===== src/rtl/dcache.sv =====
// Direct-mapped, write-back, write-allocate data cache: 8 lines of 4 bytes.
// The CPU side answers hits combinationally; misses run WRITEBACK/FETCH/UPDATE.
module dcache (
    input  logic        clk,
    input  logic        reset,
    input  logic        read,
    input  logic        write,
    input  logic [7:0]  address,
    input  logic [7:0]  writedata,
    output logic [7:0]  readdata,
    output logic        busywait,
    output logic        mem_read,
    output logic        mem_write,
    output logic [5:0]  mem_address,
    output logic [31:0] mem_writedata,
    input  logic [31:0] mem_readdata,
    input  logic        mem_busywait
);

    typedef enum logic [1:0] {IDLE, WRITEBACK, FETCH, UPDATE} state_t;

    state_t      state, next_state;
    logic [7:0]  valid, dirty;
    logic [2:0]  tags [8];
    logic [31:0] data [8];
    logic [2:0]  miss_tag, miss_index;
    logic [31:0] fill_block;

    logic [2:0] tag, index;
    logic [1:0] offset;
    logic       request, hit, write_hit;

    assign tag       = address[7:5];
    assign index     = address[4:2];
    assign offset    = address[1:0];
    assign request   = read | write;
    assign hit       = valid[index] && (tags[index] == tag);
    assign write_hit = (state == IDLE) && write && hit;

    // Control state: everything here must be cleared by reset.
    always_ff @(posedge clk or posedge reset) begin
        if (reset) begin
            state      <= IDLE;
            valid      <= '0;
            dirty      <= '0;
            miss_tag   <= '0;
            miss_index <= '0;
            fill_block <= '0;
        end else begin
            state <= next_state;
            case (state)
                IDLE: begin
                    if (write_hit) begin
                        dirty[index] <= 1'b1;
                    end else if (request && !hit) begin
                        miss_tag   <= tag;
                        miss_index <= index;
                    end
                end
                FETCH: begin
                    if (!mem_busywait) fill_block <= mem_readdata;
                end
                UPDATE: begin
                    valid[miss_index] <= 1'b1;
                    dirty[miss_index] <= 1'b0;
                end
                default: ;
            endcase
        end
    end

    // Tag and data arrays keep their contents across reset; valid bits guard them.
    always_ff @(posedge clk) begin
        if (write_hit) begin
            data[index][{offset, 3'b000} +: 8] <= writedata;
        end else if (state == UPDATE) begin
            data[miss_index] <= fill_block;
            tags[miss_index] <= miss_tag;
        end
    end

    always_comb begin
        next_state    = state;
        busywait      = 1'b0;
        mem_read      = 1'b0;
        mem_write     = 1'b0;
        mem_address   = '0;
        mem_writedata = '0;
        readdata      = '0;
        case (state)
            IDLE: begin
                if (request && !hit) begin
                    busywait   = 1'b1;
                    next_state = (valid[index] && dirty[index]) ? WRITEBACK : FETCH;
                end else if (read && !write && hit) begin
                    readdata = data[index][{offset, 3'b000} +: 8];
                end
            end
            WRITEBACK: begin
                busywait      = 1'b1;
                mem_write     = 1'b1;
                mem_address   = {tags[miss_index], miss_index};
                mem_writedata = data[miss_index];
                if (!mem_busywait) next_state = FETCH;
            end
            FETCH: begin
                busywait    = 1'b1;
                mem_read    = 1'b1;
                mem_address = {miss_tag, miss_index};
                if (!mem_busywait) next_state = UPDATE;
            end
            UPDATE: begin
                busywait   = 1'b1;
                next_state = IDLE;
            end
            default: next_state = IDLE;
        endcase
        // A held request must not raise a stall while reset is asserted.
        if (reset) begin
            busywait  = 1'b0;
            mem_read  = 1'b0;
            mem_write = 1'b0;
            readdata  = '0;
        end
    end

endmodule

===== config.mk =====
export PLATFORM = sky130hd
export DESIGN_NAME = dcache
export DESIGN_NICKNAME = d
export VERILOG_FILES = /design/src/rtl/dcache.sv
export SDC_FILE = /design/constraint.sdc
export NUM_CORES = 1
export LEC_CHECK = 0
export BUFFER_PORTS_ARGS = -buffer_cell sky130_fd_sc_hd__buf_2
export CORE_UTILIZATION = 30
export CTS_CLUSTER_SIZE = 40
export DETAILED_ROUTE_END_ITERATION = 6
export PLACE_DENSITY = 0.45
export SLEW_MARGIN = 20
export SYNTH_ARGS = -nofsm -noshare
export SYNTH_HDL_FRONTEND = slang
export SYNTH_SLANG_ARGS = --single-unit

===== constraint.sdc =====
create_clock -name clk -period 4.1 [get_ports clk]
set_input_delay 0.41 -clock clk [delete_from_list [all_inputs] [get_ports clk]]
set_output_delay 0.41 -clock clk [all_outputs]
set_load 0.005 [all_outputs]

==> out/qor.txt <==
====================================================================================
Area overhead of the layout relative to synthesis                              17.3%
Site row count                                                                    85
Average routed wire per standard cell                                   27.9 microns
First-pass GRT wire length                                              74,900 microns
Setup Total Neg Slack                                                           0 ps
Minimum clock period after layout                                            3540 ps
Number of buffers created by CTS                                                  38
Endpoint of the worst-slack reg-to-reg timing path                       data[3][10]
Buffers inserted by post-CTS timing repair                                         0
Count of clock tree sinks                                                        336
Final Hold Viols                                                                   0
Arrival time at the worst endpoint                                           3130 ps
Worst path top cell family by delay                                     buffers and inverters
Routed wire length                                                      51,500 microns
Data required time at the worst endpoint                                     3690 ps
Post-layout nets                                                               1,183
Power, Total                                                                0.0125 W
Filler cell count                                                              5,181
Reg2reg path depth                                                                 6
TritonCTS clock tree                                                           built
Quantity of hold-fixing buffers added after cts                                    0
Hold Path Class                                                         input pin to asynchronous set/reset pin
Average via count per standard cell                                             5.41
Most common cell after layout, fill and taps aside                      sky130_fd_sc_hd__edfxtp_1
Number of cells in the design after placement                                  1,778
Slack of the worst reg-to-reg path                                            950 ps
Post-synthesis average cell area                                          16.5 sq um
Number of library cell types mapped by synthesis                                  69
Critical path origin                                                      address[4]
Flip-flop and latch count after synthesis                                        336
Max-cap viol count                                                                 0
Ant. Diodes                                                                        0
Buffer cell driving the clock tree root                                 sky130_fd_sc_hd__clkbuf_16
Capture point of the worst path                                          readdata[6]
Gate count of the mapped netlist                                                 995
Worst-path clk slew                                                            60 ps
Die span in y                                                            236 microns
Setup violation total in the final timing report                                   0
Share of synthesized area occupied by flip-flops and latches                   59.7%
Cell Area, Synth                                                        16,400 sq um
Most frequent cells in the layout                                       sky130_fd_sc_hd__edfxtp_1, sky130_fd_sc_hd__mux4_2, sky130_fd_sc_hd__buf_2, sky130_fd_sc_hd__buf_4, sky130_fd_sc_hd__mux2i_1
Placeable core region                                                   54,000 sq um
Die span in x                                                            236 microns
CTS H-tree depth                                                                   2
Leakage power                                                                6.81 nW
Worst slew margin relative to its limit                                        28.7%
Critical path capture point type                                          output pin
Fin. max-slew vios                                                                 0
Library cell appearing most often on the critical path                  sky130_fd_sc_hd__buf_4
Max Freq                                                                     282 MHz
Master of the slowest instance on the critical path                     sky130_fd_sc_hd__buf_4
Final worst-path cycle share                                                   86.4%
PwrDens                                                                  649 nW/um^2
Clock skew                                                                   26.7 ps
Fraction of layout instances using a drive strength above 1                    37.0%
Largest net degree at the start of global routing                                 61
# port buffers                                                                   101
Number of standard cells in the layout, taps in and fillers out                1,846
Post-detailed-route DRC marker count                                               0
Drt first pass iters                                                               5
Remaining global-route overflow                                                    0
Post-cts gate resize count                                                         0
Number of flops mapped to enable cells by yosys                                  280
Clock Latency Late Sink                                                       560 ps
Top-level port count                                                             102
Violation count after the first detailed-routing iteration                       824
Element type at the critical path start                                    input pin
Worst VDD drop                                                              0.267 mV
Ys Warns                                                                           0
Critical Path Max Stage Delay                                                 680 ps
Final design utilization                                                       35.7%
Effective utilization at floorplan                                             30.4%
Async S/R FF share, synth                                                      16.7%
Depth of the critical timing path with buffers and inverters included              8
Number of buffers and inverters on the critical path                               3
Vias in the first global route                                                10,438
Transition time at the pin with the least slew margin                        1070 ps
Prevailing post-synth register cell                                     sky130_fd_sc_hd__edfxtp_1
Largest buffer count on any clock path                                             3
Post-DRT Antenna Nets                                                              0
Reg-to-Reg Start                                                            state[0]
Run status                                                              complete, no violations
Crit path cell chain                                                    buf_4 > buf_4 > mux2_2 > o22ai_1 > o21ai_0 > a221oi_1 > nor3_1 > buf_2
Unrepaired setup endpoints after global routing                                   no
Overall die area                                                        55,700 sq um
All-Layer GR Usage                                                             18.7%
RePlAce Congestion                                                             0.812
Crit path kind                                                          input pin to output pin
Synth Net Count                                                                1,056
Post-DP HPWL                                                            36,300 microns
Critical-path maximum fanout                                                      53
Via count                                                                      9,980
Antenna violations before repair                                                   2
====================================================================================
## through the flow
stage / cell area [sq um] / setup WS [ps] / hold WS, ps
after floorplan: 16400 / 1400 / 428
after detailed placement: 18000 / 520 / 456
after global placement: 17900 / 189 / 449
final: 19300 / 560 / 30.1
after CTS: 19300 / 510 / 18.9
after global routing: 19300 / 305 / 66.2
## worst min path at each step
stage                     startpoint             to  slack, ps  cells after the start
after floorplan             valid[7]       valid[7]        430                      1
after global placement      valid[3]       valid[3]        450                      1
after detailed placement    valid[5]       valid[5]        460                      1
after CTS                      reset  fill_block[0]         20                      2
after global routing           reset    miss_tag[2]         70                      2
final                          reset    miss_tag[2]         30                      2
## final cells by class
| cell class | count | area [sq um] | share of cell area (%) |
|---|---|---|---|
| sequential | 336 | 9820 | 50.9 |
| multi-input combinational | 566 | 6220 | 32.3 |
| clock buffer | 44 | 995 | 5.16 |
| timing repair buffer | 157 | 976 | 5.06 |
| tap | 696 | 871 | 4.52 |
| clock inverter | 24 | 308 | 1.60 |
| inverter | 23 | 86.3 | 0.448 |
## flip-flops by register name, summed over array words and instances (netlist names)
name	flops
state	2
dirty	8
valid	8
tags	24
miss_tag	3
data	256
fill_block	32
miss_index	3
## metal layers
layer | part of all wire, % | up-vias | GRT usage, %
li1 | - | 4308 | -
met1 | 43 | 5281 | 24.4
met2 | 49 | 306 | 31.2
met3 | 4.5 | 83 | 2.86
met4 | 3.4 | 2 | 7.27
met5 | 0.017 | - | 0
## power breakdown
group	internal, W	leakage [nW]	switching, W	total, W
logic	0.00177	2.98	0.00203	0.00381
registers	0.00453	3.20	0.000605	0.00514
clock network	0.00214	0.619	0.00143	0.00357
total	0.00845	6.81	0.00407	0.0125
## cell families after synthesis
family,count (synthesis),synth area share (%)
compound gates,152,6.83
fa+ha+maj,8,0.609
simple gates,172,5.76
buf+inv,93,2.60
flops,336,59.7
mux,234,24.5
## cells in the mapped netlist (13+ instances only)
library cell	instances	area (sq um)
sky130_fd_sc_hd__edfxtp_1	280	8410
sky130_fd_sc_hd__mux4_2	130	2930
sky130_fd_sc_hd__dfrtp_1	56	1400
sky130_fd_sc_hd__mux2i_1	54	541
sky130_fd_sc_hd__mux2_2	47	529
sky130_fd_sc_hd__nand2_1	44	165
sky130_fd_sc_hd__a21oi_1	41	205
sky130_fd_sc_hd__nor2b_1	37	231
sky130_fd_sc_hd__a22o_1	33	289
sky130_fd_sc_hd__buf_2	24	120
sky130_fd_sc_hd__clkbuf_1	24	90.1
sky130_fd_sc_hd__nor2_1	23	86.3
sky130_fd_sc_hd__inv_1	21	78.8
sky130_fd_sc_hd__o21ai_0	14	70.1
sky130_fd_sc_hd__nand2b_1	13	81.3
No activity file was read; power rests on OpenSTA's default activity.
